--- src/rtl/mux_scan_ctrl_pkg.sv ---
// Shared widths and FSM state encoding for the mux scan sequencer.
package mux_scan_pkg;

   localparam int unsigned NUM_CH   = 16;
   localparam int unsigned SEL_W    = 4;
   localparam int unsigned SETTLE_W = 8;

   typedef enum logic [1:0] {
      IDLE,
      SETTLE,
      SAMPLE
   } scan_state_t;

endpackage

--- src/rtl/mux_scan_ctrl_if.sv ---
// Mux-select / sample path and frame valid/ready handshake of the scan sequencer.
interface mux_scan_ctrl_if;
   import mux_scan_pkg::*;

   logic [SEL_W-1:0]  sel;
   logic              mux_out;
   logic [NUM_CH-1:0] frame;
   logic              frame_valid;
   logic              frame_ready;

   modport master (
      output sel,
      output frame,
      output frame_valid,
      input  mux_out,
      input  frame_ready
   );

   modport slave (
      input  sel,
      input  frame,
      input  frame_valid,
      output mux_out,
      output frame_ready
   );

endinterface

--- src/rtl/mux_scan_ctrl.sv ---
// Steps a 16:1 mux select across all channels, samples each after a settle delay,
// and hands the assembled frame downstream over valid/ready with overrun detection.
module mux_scan_ctrl
   import mux_scan_pkg::*;
#(
   parameter int unsigned SETTLE = 1
) (
   input  logic             clk,
   input  logic             rst,
   input  logic             start,
   input  logic             continuous,
   input  logic             ovr_clr,
   mux_scan_ctrl_if.master  bus,
   output logic             busy,
   output logic             overrun
);

   localparam logic [SEL_W-1:0]    LAST_SEL = SEL_W'(NUM_CH - 1);
   localparam logic [SETTLE_W-1:0] CNT_LOAD = SETTLE_W'(SETTLE - 1);

   scan_state_t         state_q, state_d;
   logic [SETTLE_W-1:0] cnt_q, cnt_d;
   logic [SEL_W-1:0]    sel_q, sel_d;
   logic [NUM_CH-1:0]   acc_q, acc_d;
   logic [NUM_CH-1:0]   frame_q, frame_d;
   logic                fv_q, fv_d;
   logic                busy_q, busy_d;
   logic                ovr_q, ovr_d;
   logic                complete;
   logic                drop;

   // Next-state, datapath and handshake logic
   always_comb begin
      state_d  = state_q;
      cnt_d    = cnt_q;
      sel_d    = sel_q;
      acc_d    = acc_q;
      frame_d  = frame_q;
      fv_d     = fv_q;
      complete = 1'b0;
      drop     = 1'b0;

      if (fv_q && bus.frame_ready) begin
         fv_d = 1'b0;
      end

      unique case (state_q)
         IDLE: begin
            if (start) begin
               state_d = mux_scan_pkg::SETTLE;
               sel_d   = '0;
               cnt_d   = CNT_LOAD;
               acc_d   = '0;
            end
         end
         mux_scan_pkg::SETTLE: begin
            if (cnt_q == '0) begin
               state_d = SAMPLE;
            end else begin
               cnt_d = cnt_q - 1'b1;
            end
         end
         SAMPLE: begin
            acc_d[sel_q] = bus.mux_out;
            if (sel_q != LAST_SEL) begin
               sel_d   = sel_q + 1'b1;
               cnt_d   = CNT_LOAD;
               state_d = mux_scan_pkg::SETTLE;
            end else begin
               complete = 1'b1;
               if (continuous) begin
                  sel_d   = '0;
                  cnt_d   = CNT_LOAD;
                  state_d = mux_scan_pkg::SETTLE;
               end else begin
                  state_d = IDLE;
               end
            end
         end
         default: state_d = IDLE;
      endcase

      // A finished frame only lands if the output slot is free or being drained this edge
      if (complete) begin
         if (!fv_q || bus.frame_ready) begin
            frame_d = acc_d;
            fv_d    = 1'b1;
         end else begin
            drop = 1'b1;
         end
      end

      ovr_d  = drop | (ovr_q & ~ovr_clr);
      busy_d = (state_d != IDLE);
   end

   always_ff @(posedge clk or posedge rst) begin
      if (rst) begin
         state_q <= IDLE;
         cnt_q   <= '0;
         sel_q   <= '0;
         acc_q   <= '0;
         frame_q <= '0;
         fv_q    <= 1'b0;
         busy_q  <= 1'b0;
         ovr_q   <= 1'b0;
      end else begin
         state_q <= state_d;
         cnt_q   <= cnt_d;
         sel_q   <= sel_d;
         acc_q   <= acc_d;
         frame_q <= frame_d;
         fv_q    <= fv_d;
         busy_q  <= busy_d;
         ovr_q   <= ovr_d;
      end
   end

   assign bus.sel         = sel_q;
   assign bus.frame       = frame_q;
   assign bus.frame_valid = fv_q;
   assign busy            = busy_q;
   assign overrun         = ovr_q;

endmodule

--- src/flat_wrapper.sv ---
// flat-port wrapper written by rule: the top's interface ports become plain ports
module mux_scan_ctrl_flat import mux_scan_pkg::*;
#(
   parameter int unsigned SETTLE = 1
)
  (clk, rst, start, continuous, ovr_clr, busy, overrun, bus_sel, bus_frame, bus_frame_valid, bus_mux_out, bus_frame_ready);
  mux_scan_ctrl_if bus_i ();
  input  logic clk;
  input  logic rst;
  input  logic start;
  input  logic continuous;
  input  logic ovr_clr;
  output logic busy;
  output logic overrun;
  output wire logic [$bits(bus_i.sel)-1:0] bus_sel;
  output wire logic [$bits(bus_i.frame)-1:0] bus_frame;
  output wire logic [$bits(bus_i.frame_valid)-1:0] bus_frame_valid;
  input wire logic [$bits(bus_i.mux_out)-1:0] bus_mux_out;
  input wire logic [$bits(bus_i.frame_ready)-1:0] bus_frame_ready;
  assign bus_sel = bus_i.sel;
  assign bus_frame = bus_i.frame;
  assign bus_frame_valid = bus_i.frame_valid;
  assign bus_i.mux_out = bus_mux_out;
  assign bus_i.frame_ready = bus_frame_ready;
  mux_scan_ctrl #(.SETTLE(SETTLE)) u_core (.clk(clk), .rst(rst), .start(start), .continuous(continuous), .ovr_clr(ovr_clr), .bus(bus_i), .busy(busy), .overrun(overrun));
endmodule
--- config.mk ---
export PLATFORM = sky130hd
export DESIGN_NAME = mux_scan_ctrl_flat
export DESIGN_NICKNAME = d
export VERILOG_FILES = /design/src/rtl/mux_scan_ctrl_pkg.sv /design/src/rtl/mux_scan_ctrl_if.sv /design/src/rtl/mux_scan_ctrl.sv /design/src/flat_wrapper.sv
export SDC_FILE = /design/constraint.sdc
export NUM_CORES = 1
export LEC_CHECK = 0
export ABC_AREA = 1
export CAP_MARGIN = 20
export CORE_MARGIN = 2
export CORE_UTILIZATION = 30
export DETAILED_ROUTE_END_ITERATION = 16
export DONT_BUFFER_PORTS = 1
export PLACE_DENSITY_LB_ADDON = 0.3
export SETUP_SLACK_MARGIN = 0.15
export SLEW_MARGIN = 20
export SYNTH_ARGS = -nofsm -noshare
export SYNTH_HDL_FRONTEND = slang
export SYNTH_SLANG_ARGS = --single-unit
--- constraint.sdc ---
create_clock -name clk -period 2 [get_ports clk]
set_input_delay 0.4 -clock clk [delete_from_list [all_inputs] [get_ports clk]]
set_output_delay 0.4 -clock clk [all_outputs]
set_load 0.005 [all_outputs]
==> impl_results.md <==
- Synth Area per Inst: 8.23 sq um
- Ys Warns: 0
- Vias in the first global route: 1754
- Row count: 32
- CTS tree: yes
- Top FF cell, synth: dfrtp_1
- WP depth: 8
- Root buf cell: clkbuf_8
- Fin. Hold Viols: 0
- GRT overflow: 0
- CP cell instances: ha_2 > inv_2 > nor2_2 > nand2_1 > nand3_2 > inv_1 > nand2_1 > nand2_1
- P&R area growth vs syn: 9.23%
- Fin Setup TNS: 0 ns
- Post-synthesis sequential area ratio: 50.3%
- Kind of critical path: register to register
- Die height: 93.2 um
- Post-Place Cells: 388
- Largest net degree at the start of global routing: 26
- Ys async rst share: 100%
- Final Critical Period: 1.65 ns
- HP Class: primary input to asynchronous set/reset pin
- P_int: 1.85 mW
- Sw frac: 38.2%
- Net load switching power: 1.15 mW
- Number of vias per cell: 4.49
- Leak Pwr: 1.34 nW
- Most frequent cell after synthesis: nand2_1
- Largest cells by area after synthesis: dfrtp_1, nand2_1, inv_1
- Die W: 93.2 um
- Pwr dens: 1150 nW/um^2
- Global-route wire length before repair: 8680 um
- CTS Hold Bufs: 0
- Post-CTS setup buffer count: 0
- WL met3: 317 um
- Layout cells sized above 1: 10.5%
- Sink Count: 48
- # nets final: 306
- Crit path top cell by count: nand2_1
- CP startpoint: u_core.bus.sel[1]
- Crit path to: u_core.cnt_q[2]
- WL met1: 2370 um
- Req. time, crit path: 2.20 ns
- #FFs+latches synth: 48
- Clock skew: 0.00277 ns
- IO Pins: 30
- Tightest Pin Transition: 0.569 ns
- Routed WL: 5090 um
- Tcrit/Tclk final: 82.4%
- Pins Over Slew Limit: 0
- Top Metal Used: met4
- Fin util: 33.7%
- Fmax: 0.607 GHz
- Cts bufs inserted: 5
- Number of max-cap violations: 0
- Buf+Inv Stages, Crit Path: 2
- H-tree levels: 2
- Die area: 8680 sq um
- Status: completed
- Total GRT Usage: 12.9%
- Max-slew headroom: 61.7%
- Finish-stage setup viols: 0
- DPL Wire Length: 3690 um
- Worst vdd ir: 0.000293 V
- Synth Instances: 290
- Number of remaining DRC errors: 0
- Diodes inserted: 0
- EDFF count, synth: 0
- Reg2reg path depth: 8
- DR iter-0 viols: 91
- Fin cells: 396
- RR Startpoint: u_core.bus.sel[1]
- Cell Area, Synth: 2390 sq um
- Pwr Total: 3.00 mW
- Number of detailed-route iterations in the first pass: 4
- Slowest CP cell: dfrtp_1
- Synth area leader: dfrtp_1
- Maximum clock path buffer count: 2
- Share of total power in combinational logic: 32.5%
- Vias: 1779
- CP delay by family, top: simple AND/OR/NAND/NOR gates
- Seq pwr share: 44.1%
- Share of the synthesized area in the top cell type: 50.3%
- Reg-to-Reg End: u_core.cnt_q[2]
- RD Place Congestion: 0.852
- Met2 wire length: 2290 um
- Worst-Skew Late Latency: 0.30 ns
- Wire per inst: 12.8 um
- CP endpoint kind: register
- IO Port Bufs: 0
- Hold slack: 0.0156 ns
- Synth Net Count: 303
- Initial antenna violation count: 0
- Unrepaired setup endpoints after global routing: false
- Worst EP arrival: 1.85 ns
- DRT antenna net count: 0
- Max FO, Critical Path: 15
- Post-synth top cells: nand2_1, dfrtp_1, inv_1
- Core area: 7730 sq um
- Worst R2R Setup Slack: 0.35 ns
- Max incr delay on CP: 0.44 ns
- Startpoint types: register
- Starting Density: 30.9%
- Clock-pin slew on the worst setup and hold paths: 0.09 ns
- Part of the power in the clock network: 23.4%
- Synth cell types: 29
==> worst min path at each step <==
stage / from / to / slack [ns] / cells past startpoint
2_1_floorplan: u_core.acc_q[0] / u_core.acc_q[0] / 0.46 / 2
3_3_place_gp: rst / u_core.bus.frame[3] / 0.36 / 1
3_5_place_dp: rst / u_core.bus.frame[3] / 0.37 / 1
4_1_cts: rst / u_core.bus.frame[3] / 0.02 / 1
5_1_grt: rst / u_core.bus.frame[6] / 0.05 / 1
6_report: rst / u_core.bus.frame[3] / 0.02 / 1
==> cells by family after synthesis <==
group | synth area share, %
AO/OA/AOI/OAI | 8.97
flip-flops | 50.3
XOR/XNOR | 1.10
adder cells (fa/ha/maj) | 3.15
buffers and inverters | 7.03
AND/OR/NAND/NOR | 29.4
==> sequential cells by signal, summed over array words and instances, names as in the netlist <==
| name | flops |
|---|---|
| u_core.acc_q | 15 |
| u_core.bus.frame | 16 |
| u_core.bus.frame_valid | 1 |
| u_core.bus.sel | 4 |
| u_core.busy | 1 |
| u_core.cnt_q | 8 |
| u_core.overrun | 1 |
| u_core.state_q | 2 |
==> worst reg2reg max path: stages (launching register included) <==
cell and delay [ns]:
dfrtp_1 0.44, ha_2 0.30, inv_2 0.06, nor2_2 0.16, nand2_1 0.10, nand3_2 0.24
inv_1 0.13, nand2_1 0.07, nand2_1 0.04
==> through the flow <==
step / setup slack, ns / instance area (sq um)
2_1_floorplan: 0.456 / 2390
3_3_place_gp: 0.325 / 2490
3_5_place_dp: 0.297 / 2490
4_1_cts: 0.285 / 2600
5_1_grt: 0.173 / 2610
6_report: 0.352 / 2610
==> cell type report <==
class,instances,area [sq um]
well taps,102,128
repair buffers,2,27.5
fillers,786,5120
clock inverters,3,42.5
multi-input cells,205,1020
flip-flops and latches,48,1200
clock buffers,5,68.8
inverters,31,119
==> metal layers <==
layer | GRT usage (%) | up-vias
li1 | - | 915
met1 | 16.5 | 820
met2 | 20.1 | 35
met3 | 4.59 | 9
met4 | 4.90 | 0
met5 | 0 | -
==> placed cells by master, fill, tap and decap left out, types with 2 or more instances in the layout <==
cell        n
o22ai_1     3
nand2_1   109
o22ai_2     3
o21a_1      7
o21ai_2     2
nor2_2      2
nor3_1      2
nand2_2     3
nor2_1     21
xor2_1      2
o21ai_0     9
clkbuf_8    5
o21ai_1     4
nand4_1     4
inv_2       4
ha_1        5
dfrtp_1    48
nand3_2     2
a21oi_1     3
nand3_1    18
inv_1      26
==> power by group through the flow <==
stage	combinational, mW	sequential, mW	clock, mW
2_1_floorplan	0.812	1.30	0
3_3_place_gp	0.971	1.34	0
3_5_place_dp	0.984	1.34	0
4_1_cts	0.987	1.32	0.735
5_1_grt	1.16	1.35	0.772
6_report	0.975	1.32	0.703
==> repair_timing <==
action | 4_1_cts | 5_1_grt
endpoints found under the hold margin | 0 | 0
gates resized for setup | 0 | 1
setup endpoints to repair | 0 | 3
(Power assumes the default switching activity.)
